File: config.mk
export PLATFORM = sky130hd
export DESIGN_NAME = tft_bus_arbiter
export DESIGN_NICKNAME = d
export VERILOG_FILES = /design/src/rtl/tft_bus_pkg.sv /design/src/rtl/tft_rr_pick.sv /design/src/rtl/tft_bus_arbiter.sv
export SDC_FILE = /design/constraint.sdc
export NUM_CORES = 1
export LEC_CHECK = 0
export CAP_MARGIN = 20
export CORE_MARGIN = 1.5
export CORE_UTILIZATION = 38
export CTS_BUF_LIST = sky130_fd_sc_hd__clkbuf_2
export CTS_CLUSTER_DIAMETER = 40
export DETAILED_ROUTE_END_ITERATION = 16
export HOLD_SLACK_MARGIN = 0.06
export PLACE_DENSITY = 0.78
export SLEW_MARGIN = 25
export SYNTH_ARGS = -nofsm -noshare
export SYNTH_HDL_FRONTEND = slang
export SYNTH_SLANG_ARGS = --single-unit
File: constraint.sdc
create_clock -name clk -period 1.8 [get_ports clk]
set_input_delay 0.36 -clock clk [delete_from_list [all_inputs] [get_ports clk]]
set_output_delay 0.36 -clock clk [all_outputs]
set_load 0.05 [all_outputs]
File: src/rtl/tft_bus_pkg.sv
// +----------------------------------------------------------------------+
// | tft_bus_pkg: shared FSM encoding and client indices for the TFT bus  |
// | Revision: 1.0                                                        |
// +----------------------------------------------------------------------+
`default_nettype none

package tft_bus_pkg;

  typedef enum logic [1:0] {
    IDLE  = 2'd0,
    START = 2'd1,
    RUN   = 2'd2,
    DRAIN = 2'd3
  } state_e;

  localparam int CLIENT_INIT   = 0;
  localparam int CLIENT_SCENE  = 1;
  localparam int CLIENT_PLAYER = 2;

endpackage

`default_nettype wire

File: src/rtl/tft_rr_pick.sv
// +----------------------------------------------------------------------+
// | tft_rr_pick: combinational round-robin picker (first after last_idx) |
// | Revision: 1.0                                                        |
// +----------------------------------------------------------------------+
`default_nettype none

module tft_rr_pick #(
  parameter int NUM_CLIENTS = 3,
  parameter int ID_W        = 3
) (
  input  logic [NUM_CLIENTS-1:0] eligible,
  input  logic [ID_W-1:0]        last_idx,
  output logic                   valid,
  output logic [ID_W-1:0]        index
);

  // The scan visits last_idx itself last, so a lone requester can be re-served.
  always_comb begin
    logic [ID_W-1:0] cand;
    valid = 1'b0;
    index = '0;
    cand  = last_idx;
    for (int k = 0; k < NUM_CLIENTS; k++) begin
      cand = (cand == ID_W'(NUM_CLIENTS - 1)) ? '0 : cand + ID_W'(1);
      if (!valid && |(eligible & (NUM_CLIENTS'(1) << cand))) begin
        valid = 1'b1;
        index = cand;
      end
    end
  end

endmodule

`default_nettype wire

File: src/rtl/tft_bus_arbiter.sv
// +----------------------------------------------------------------------+
// | tft_bus_arbiter: shares one tft_spi between byte-stream clients      |
// | Revision: 1.0                                                        |
// +----------------------------------------------------------------------+
`default_nettype none

module tft_bus_arbiter
  import tft_bus_pkg::*;
#(
  parameter int NUM_CLIENTS   = 3,
  parameter int START_TIMEOUT = 15,
  parameter int ID_W          = 3
) (
  input  logic                     clk,
  input  logic                     rst,
  input  logic [NUM_CLIENTS-1:0]   req,
  input  logic [NUM_CLIENTS-1:0]   client_busy,
  input  logic [8*NUM_CLIENTS-1:0] client_data,
  input  logic [NUM_CLIENTS-1:0]   client_dc,
  input  logic [NUM_CLIENTS-1:0]   client_transmit,
  input  logic                     spi_busy,
  output logic [NUM_CLIENTS-1:0]   grant,
  output logic [7:0]               spi_data,
  output logic                     spi_dc,
  output logic                     spi_transmit,
  output logic                     init_done,
  output logic [ID_W-1:0]          active_id,
  output logic                     busy
);

  localparam int                     CNT_W     = $clog2(START_TIMEOUT + 1);
  localparam logic [NUM_CLIENTS-1:0] INIT_MASK = NUM_CLIENTS'(1) << CLIENT_INIT;

  state_e                 r_state;
  logic [CNT_W-1:0]       r_cnt;
  logic [ID_W-1:0]        r_last;

  logic [NUM_CLIENTS-1:0] w_eligible;
  logic                   w_pick_valid;
  logic [ID_W-1:0]        w_pick_idx;
  logic                   w_active_busy;

  // Before init completes only the initializer may win; afterwards it never can.
  assign w_eligible    = init_done ? (req & ~INIT_MASK) : (req & INIT_MASK);
  assign w_active_busy = |(client_busy & grant);
  assign busy          = (r_state != IDLE);

  tft_rr_pick #(
    .NUM_CLIENTS (NUM_CLIENTS),
    .ID_W        (ID_W)
  ) u_pick (
    .eligible (w_eligible),
    .last_idx (r_last),
    .valid    (w_pick_valid),
    .index    (w_pick_idx)
  );

  always_ff @(posedge clk or negedge rst) begin
    if (!rst) begin
      r_state   <= IDLE;
      r_cnt     <= '0;
      r_last    <= '0;
      grant     <= '0;
      active_id <= '0;
      init_done <= 1'b0;
    end else begin
      case (r_state)
        IDLE: begin
          if (w_pick_valid) begin
            grant     <= NUM_CLIENTS'(1) << w_pick_idx;
            active_id <= w_pick_idx;
            r_last    <= w_pick_idx;
            r_cnt     <= '0;
            r_state   <= START;
          end
        end
        START: begin
          if (w_active_busy) begin
            r_state <= RUN;
          end else if (r_cnt == CNT_W'(START_TIMEOUT - 1)) begin
            // Client never started: revoke without crediting init completion.
            grant     <= '0;
            active_id <= '0;
            r_cnt     <= CNT_W'(START_TIMEOUT);
            r_state   <= IDLE;
          end else begin
            r_cnt <= r_cnt + CNT_W'(1);
          end
        end
        RUN: begin
          if (!w_active_busy) r_state <= DRAIN;
        end
        DRAIN: begin
          if (!spi_busy) begin
            if (active_id == ID_W'(CLIENT_INIT)) init_done <= 1'b1;
            grant     <= '0;
            active_id <= '0;
            r_state   <= IDLE;
          end
        end
        default: r_state <= IDLE;
      endcase
    end
  end

  always_comb begin
    spi_data     = '0;
    spi_dc       = 1'b0;
    spi_transmit = 1'b0;
    for (int i = 0; i < NUM_CLIENTS; i++) begin
      if (grant[i]) begin
        spi_data     = client_data[8*i +: 8];
        spi_dc       = client_dc[i];
        spi_transmit = client_transmit[i];
      end
    end
  end

endmodule

`default_nettype wire

==> results of run 1 <==
path summary, 6_finish.rpt:
path                                          start                         end  slack [ps]  depth (start not counted)
setup / recovery              r_last[1]$_DFFE_PN0P_        grant[0]$_DFFE_PN0P_        -160                          6
hold / removal                                  rst       init_done$_DFFE_PN0P_         310                          1
setup reg to reg              r_last[1]$_DFFE_PN0P_        grant[0]$_DFFE_PN0P_        -160                          6
hold reg to reg            active_id[0]$_DFFE_PN0P_    active_id[0]$_DFFE_PN0P_         560                          1
max in group asynchronous                       rst  asynchronous set/reset pin        1020                          2
min in group clk           active_id[0]$_DFFE_PN0P_    active_id[0]$_DFFE_PN0P_         560                          1
metrics by stage:
step / TNS (ps) / power (mW) / worst slack, ps / hold WS, ps / cells
CTS: -1420 / 4.05 / -119 / 317 / 273
global placement: -6760 / 3.61 / -486 / 505 / 265
finish: -1820 / 4.44 / -157 / 313 / 276
detailed placement: -7800 / 3.69 / -538 / 518 / 265
floorplan: -67.8 / 2.50 / -67.8 / 64.4 / 145
global route: -3030 / 4.65 / -236 / 357 / 276
cell families (layout without fill, tap and decap cells):
group / after synthesis / count (layout)
compound gates: 62 / 62
simple gates: 50 / 51
flops: 16 / 16
buf+inv: 12 / 98
mux: 3 / 3
fa+ha+maj: 2 / 2
power by group:
part / switching (mW) / internal (mW) / leakage (nW) / total, mW
clock: 0.121 / 0.0482 / 0.0140 / 0.169
sequential: 0.179 / 0.488 / 0.197 / 0.666
combinational: 1.96 / 1.64 / 0.810 / 3.60
layer usage:
layer	wire length [um]	track usage, %
met1	2160	33.8
met5	0	0
met3	242	2.38
met4	114	9.21
met2	2870	49.8
layout make-up:
| type | count | share of cell area [%] |
|---|---|---|
| Timing Repair Buffer | 89 | 36.6 |
| Inverter | 5 | 1.30 |
| Sequential cell | 16 | 16.3 |
| Tap cell | 44 | 2.20 |
| Multi-Input combinational cell | 118 | 42.9 |
| Clock inverter | 1 | 0.150 |
| Clock buffer | 3 | 0.599 |
critical path, delay by kind of cell, from the launching register on:
family                 cells  cell delay (ps)
buffers and inverters      1              150
AND/OR/NAND/NOR            1              350
flip-flops                 1              460
AO/OA/AOI/OAI              3              620
multiplexers               1              320
flip-flops by register name, indices dropped and copies added (netlist names), named ones only:
name	cells
r_cnt	4
active_id	3
init_done	1
r_state	1
r_last	3
grant	3
timing repair:
item                                    CTS  global route
setup buffers                             2             4
hold buffers                              0             0
endpoints found under the setup margin   25            25
pin swaps                                 7            13
resized for setup                        21            20
cloned                                    2             0
cell usage in the layout (no fill, tap or decap), types with 4 or more instances in the layout:
master and instances:
dfrtp_2 6, o21ai_0 4, buf_12 11, clkdlybuf4s50_1 37, buf_6 5, o21ai_4 11, buf_4 35, a22oi_2 10
inv_1 4, nand2b_1 5, nand2_1 18, a31oi_1 4, dfrtp_1 10
==> flow_summary.yaml, run 1 <==
global_routing:
  grt_max_degree: 15
  grt_pass1_vias: 1569
  grt_overflow: 0
  grt_usage_pct: 27.5
  grt_antenna_before_repair: 0
  grt_first_pass_wirelength_um: 7370
synthesis:
  synth_compound_area_share_pct: 36.0
  yosysWarnings: 0
  syn_nets: 186
  synth-edff-count: 0
  avgSynthCellArea_um2: 8.51
  synth_area_um2: 1230
  synth_mux_area_share_pct: 2.84
  synth_fa_ha_area_share_pct: 2.03
  synthArstFlopShare_pct: 100
  synth_xor_area_share_pct: 0
  synth-simple-area-share_pct: 22.6
  synth_top_family_by_area: "compound AO/OA/AOI/OAI gates"
  synthTopCellsByArea: "dfrtp_1 (32%), a22oi_1 (6.1%), o21ai_0 (6.1%), nand2_1 (5.5%), o2bb2ai_1 (3.5%)"
  synth_seq_cells: 16
  synthTopCellsByCount: "nand2_1 (18), dfrtp_1 (16), o21ai_0 (15)"
  synth-seq-area-share_pct: 32.5
  synthDistinctLibCells: 48
  synthFlopType: "dfrtp_1"
  yosys.area.top_type: "dfrtp_1"
  syn_inst: 145
  synth_top_area_share_pct: 32.5
  synth_most_common_cell: "nand2_1"
cts:
  clk_pin_slew_worst_paths_ps: 150
  clock-sinks: 16
  clk_latency_ps: 310
  clockRootBuffer: "clkbuf_2"
  cts_buffer_depth: 2
  cts_tree: "built"
  cts_inserted_buffers: 3
  cts_max_level: 1
timing:
  tightest_slew_ps: 435
  timing.clock.skew_ps: 2.60
  rsz0062_at_grt: "true"
  report.final.slew_viol_count: 0
  max_freq_ghz: 0.511
  setup_ws_ps: -157
  finalCriticalPeriod_ps: 1960
  setup_violations: 23
  relSlewSlack_pct: 70.7
  hold_violations: 0
  period_share_pct: 109
finish:
  area_delta_synth_final_pct: 103
  fillers: 181
  antenna_cells: 0
  fin_util_pct: 81.5
  multi_input_area_um2: 1070
  final_area_um2: 2510
  fin_nets: 274
  seqCellArea_um2: 408
  drive_above_1_share_pct: 47.0
setup_path:
  path_class: "reg2reg"
  worstPathRequired_ps: 2050
  crit_path_max_fanout: 3
  start_kind: "flip-flop"
  crit_arrival_ps: 2210
  endpoint_kind: "flip-flop"
  path_cells: "mux2_4 > a32o_2 > buf_4 > nor4_1 > o2bb2ai_1 > a32o_1"
  slowest_delay_ps: 460
  cp_slowest_cell: "dfrtp_1"
floorplan:
  boundaryPins: 57
  die_w_um: 60.0
  start_util_pct: 40.1
  fp-row-count: 20
  die_y_um: 60.0
  coreArea_um2: 3080
  fp.dieArea_um2: 3600
drt:
  vias: 1623
  via_per_inst: 5.88
  routedWlPerCell_um: 19.5
  ant_nets: 0
  dr.pass1.iters: 4
  wirelength_um: 5380
  drc: 0
  drtIter0Drc: 46
run_status:
  status: "complete, but fails checks"
  violations: "negative setup slack"
placed_design:
  place_hpwl_um: 3470
  placed_cell_area_um2: 2250
  gp_congestion: 0.796
  port-buffer-count: 56
power:
  powerDensity_nw_per_um2: 1770
  leakage_nw: 1.02
  irDropWorstVdd_mv: 0.916
min_path:
  hold_path_class: "in2async"
job:
  drv_cap: 0
(Power assumes the default switching activity.)
==> run 2: changes to the inputs <==
--- a/config.mk
+++ b/config.mk
@@ -7,12 +7,12 @@
 export LEC_CHECK = 0
 export CAP_MARGIN = 20
 export CORE_MARGIN = 1.5
-export CORE_UTILIZATION = 38
+export CORE_UTILIZATION = 46
 export CTS_BUF_LIST = sky130_fd_sc_hd__clkbuf_2
 export CTS_CLUSTER_DIAMETER = 40
 export DETAILED_ROUTE_END_ITERATION = 16
 export HOLD_SLACK_MARGIN = 0.06
-export PLACE_DENSITY = 0.78
+export PLACE_DENSITY = 0.88
 export SLEW_MARGIN = 25
 export SYNTH_ARGS = -nofsm -noshare
 export SYNTH_HDL_FRONTEND = slang
==> constraint.sdc (replaced) <==
create_clock -name clk -period 2.4 [get_ports clk]
set_input_delay 0.48 -clock clk [delete_from_list [all_inputs] [get_ports clk]]
set_output_delay 0.48 -clock clk [all_outputs]
set_load 0.05 [all_outputs]
==> flow_summary.yaml, run 2 (synthesis gave the netlist of run 1 again) <==
timing:
  hold_violations: 0
  report.final.slew_viol_count: 0
  setup_violations: 0
  relSlewSlack_pct: 52.1
  max_freq_ghz: 0.460
  period_share_pct: 90.7
  rsz0062_at_grt: "false"
  tightest_slew_ps: 716
  finalCriticalPeriod_ps: 2180
  timing.clock.skew_ps: 5.55
  fin_setup_tns_ps: 0
floorplan:
  die_w_um: 54.8
  boundaryPins: 57
  start_util_pct: 49.3
  fp-row-count: 18
  fp.dieArea_um2: 3000
  die_y_um: 54.8
  coreArea_um2: 2500
global_routing:
  grt_antenna_before_repair: 0
  grt_overflow: 0
  grt_use_met3_pct: 4.37
  grt_usage_pct: 28.3
  grt_pass1_vias: 1238
  grt_util_met1_pct: 37.8
  grt_first_pass_wirelength_um: 5950
  met2_usage_pct: 46.2
  grt_max_degree: 23
  busiest_layer: "met2"
finish:
  area_delta_synth_final_pct: 61.6
  fin_cells: 237
  largest_register: "r_cnt"
  fin_nets: 249
  mostFrequentLayoutCells: "clkdlybuf4s50_1 (42), nand2_1 (18), dfrtp_1 (15)"
  largest_reg_flops: 4
  antenna_cells: 0
  mostFrequentLayoutCell: "clkdlybuf4s50_1"
  drive_above_1_share_pct: 15.5
setup_path:
  slowest_delay_ps: 540
  path_delay_family: "flip-flops"
  critPathBufInv: 2
  start_kind: "flip-flop"
  endpoint_kind: "output port"
  cp_slowest_cell: "dfrtp_2"
  worstPathRequired_ps: 1920
  crit_path_max_fanout: 14
  path_cells: "nor2b_1 > buf_4 > a22oi_1 > o21ai_1 > buf_12"
  path_class: "reg2out"
  r2r_slack_ps: 250
  crit_arrival_ps: 1700
drt:
  routedWlPerCell_um: 17.4
  ant_nets: 0
  drc: 0
  vias: 1449
  drtIter0Drc: 70
  wirelength_um: 4130
  dr.pass1.iters: 5
  via_per_inst: 6.11
power:
  powerDensity_nw_per_um2: 1310
  irDropWorstVdd_mv: 1.07
  leakage_nw: 0.835
  finalPower_mw: 2.61
placed_design:
  place_hpwl_um: 3240
  port-buffer-count: 56
  dp_cells: 233
  gp_congestion: 0.844
cts:
  cts_max_level: 1
  cts_buffer_depth: 2
  clk_pin_slew_worst_paths_ps: 170
  cts_inserted_buffers: 3
  clockRootBuffer: "clkbuf_2"
  clock-sinks: 16
  clk_latency_ps: 330
  cts_tree: "built"
run_status:
  status: "finished, final reports clean"
min_path:
  hold_path_class: "in2async"
job:
  drv_cap: 0
-- run 2: changes by cell type in the layout (fill, tap and decap cells not counted), sizes merged --
cell	before	now
clkinv	1	2
buf	51	20
dlygate4sd2	1	0
dlymetal6s2s	0	3
nor2b	4	3
bufinv	1	0
clkdlybuf4s50	37	42
-- run 2: layout make-up --
| type | count | area (um^2) |
|---|---|---|
| Fill cell | 167 | 507 |
| Timing Repair Buffer | 65 | 733 |
| Clock buffer | 3 | 15.0 |
| Inverter | 5 | 18.8 |
| Multi-Input combinational cell | 117 | 783 |
| Clock inverter | 1 | 3.75 |
| Tap cell | 30 | 37.5 |
| Sequential cell | 16 | 402 |
-- run 2: where the power goes --
part	total (mW)	internal (mW)	switching [mW]
sequential	0.516	0.358	0.158
clock	0.138	0.0361	0.102
combinational	1.96	0.855	1.10
-- run 2: layer usage --
layer,up-vias,share of wire (%)
li1,684,-
met1,690,41
met2,68,52
met3,7,6.0
met4,0,1.4
met5,-,0
-- run 2: worst paths after layout --
path	startpoint	to	cells after the start
min	rst	r_cnt[2]$_DFFE_PN0P_	1
min reg2reg	active_id[1]$_DFFE_PN0P_	active_id[1]$_DFFE_PN0P_	1
max	grant[1]$_DFFE_PN0P_	spi_data[4]	5
max in group asynchronous	rst	grant[1]$_DFFE_PN0P_	1
max reg2reg	r_last[1]$_DFFE_PN0P_	r_last[1]$_DFFE_PN0P_	6
min in group clk	active_id[1]$_DFFE_PN0P_	active_id[1]$_DFFE_PN0P_	1
-- run 2: what timing repair did --
action                     in CTS  in global routing
hold buffers                    0                  0
setup endpoints to repair       0                  5
buffers inserted                0                  0
gates resized for setup         0                  4
-- run 2: through the flow --
step	util, %	setup slack [ps]	instance area [um^2]	hold WS, ps
CTS	79.4	39.0	1980	548
global route	79.7	93.2	1990	586
finish	79.7	224	1990	547
detailed placement	78.6	-52.4	1970	507
floorplan	-	-7.70	1230	184
global placement	78.6	4.20	1970	500
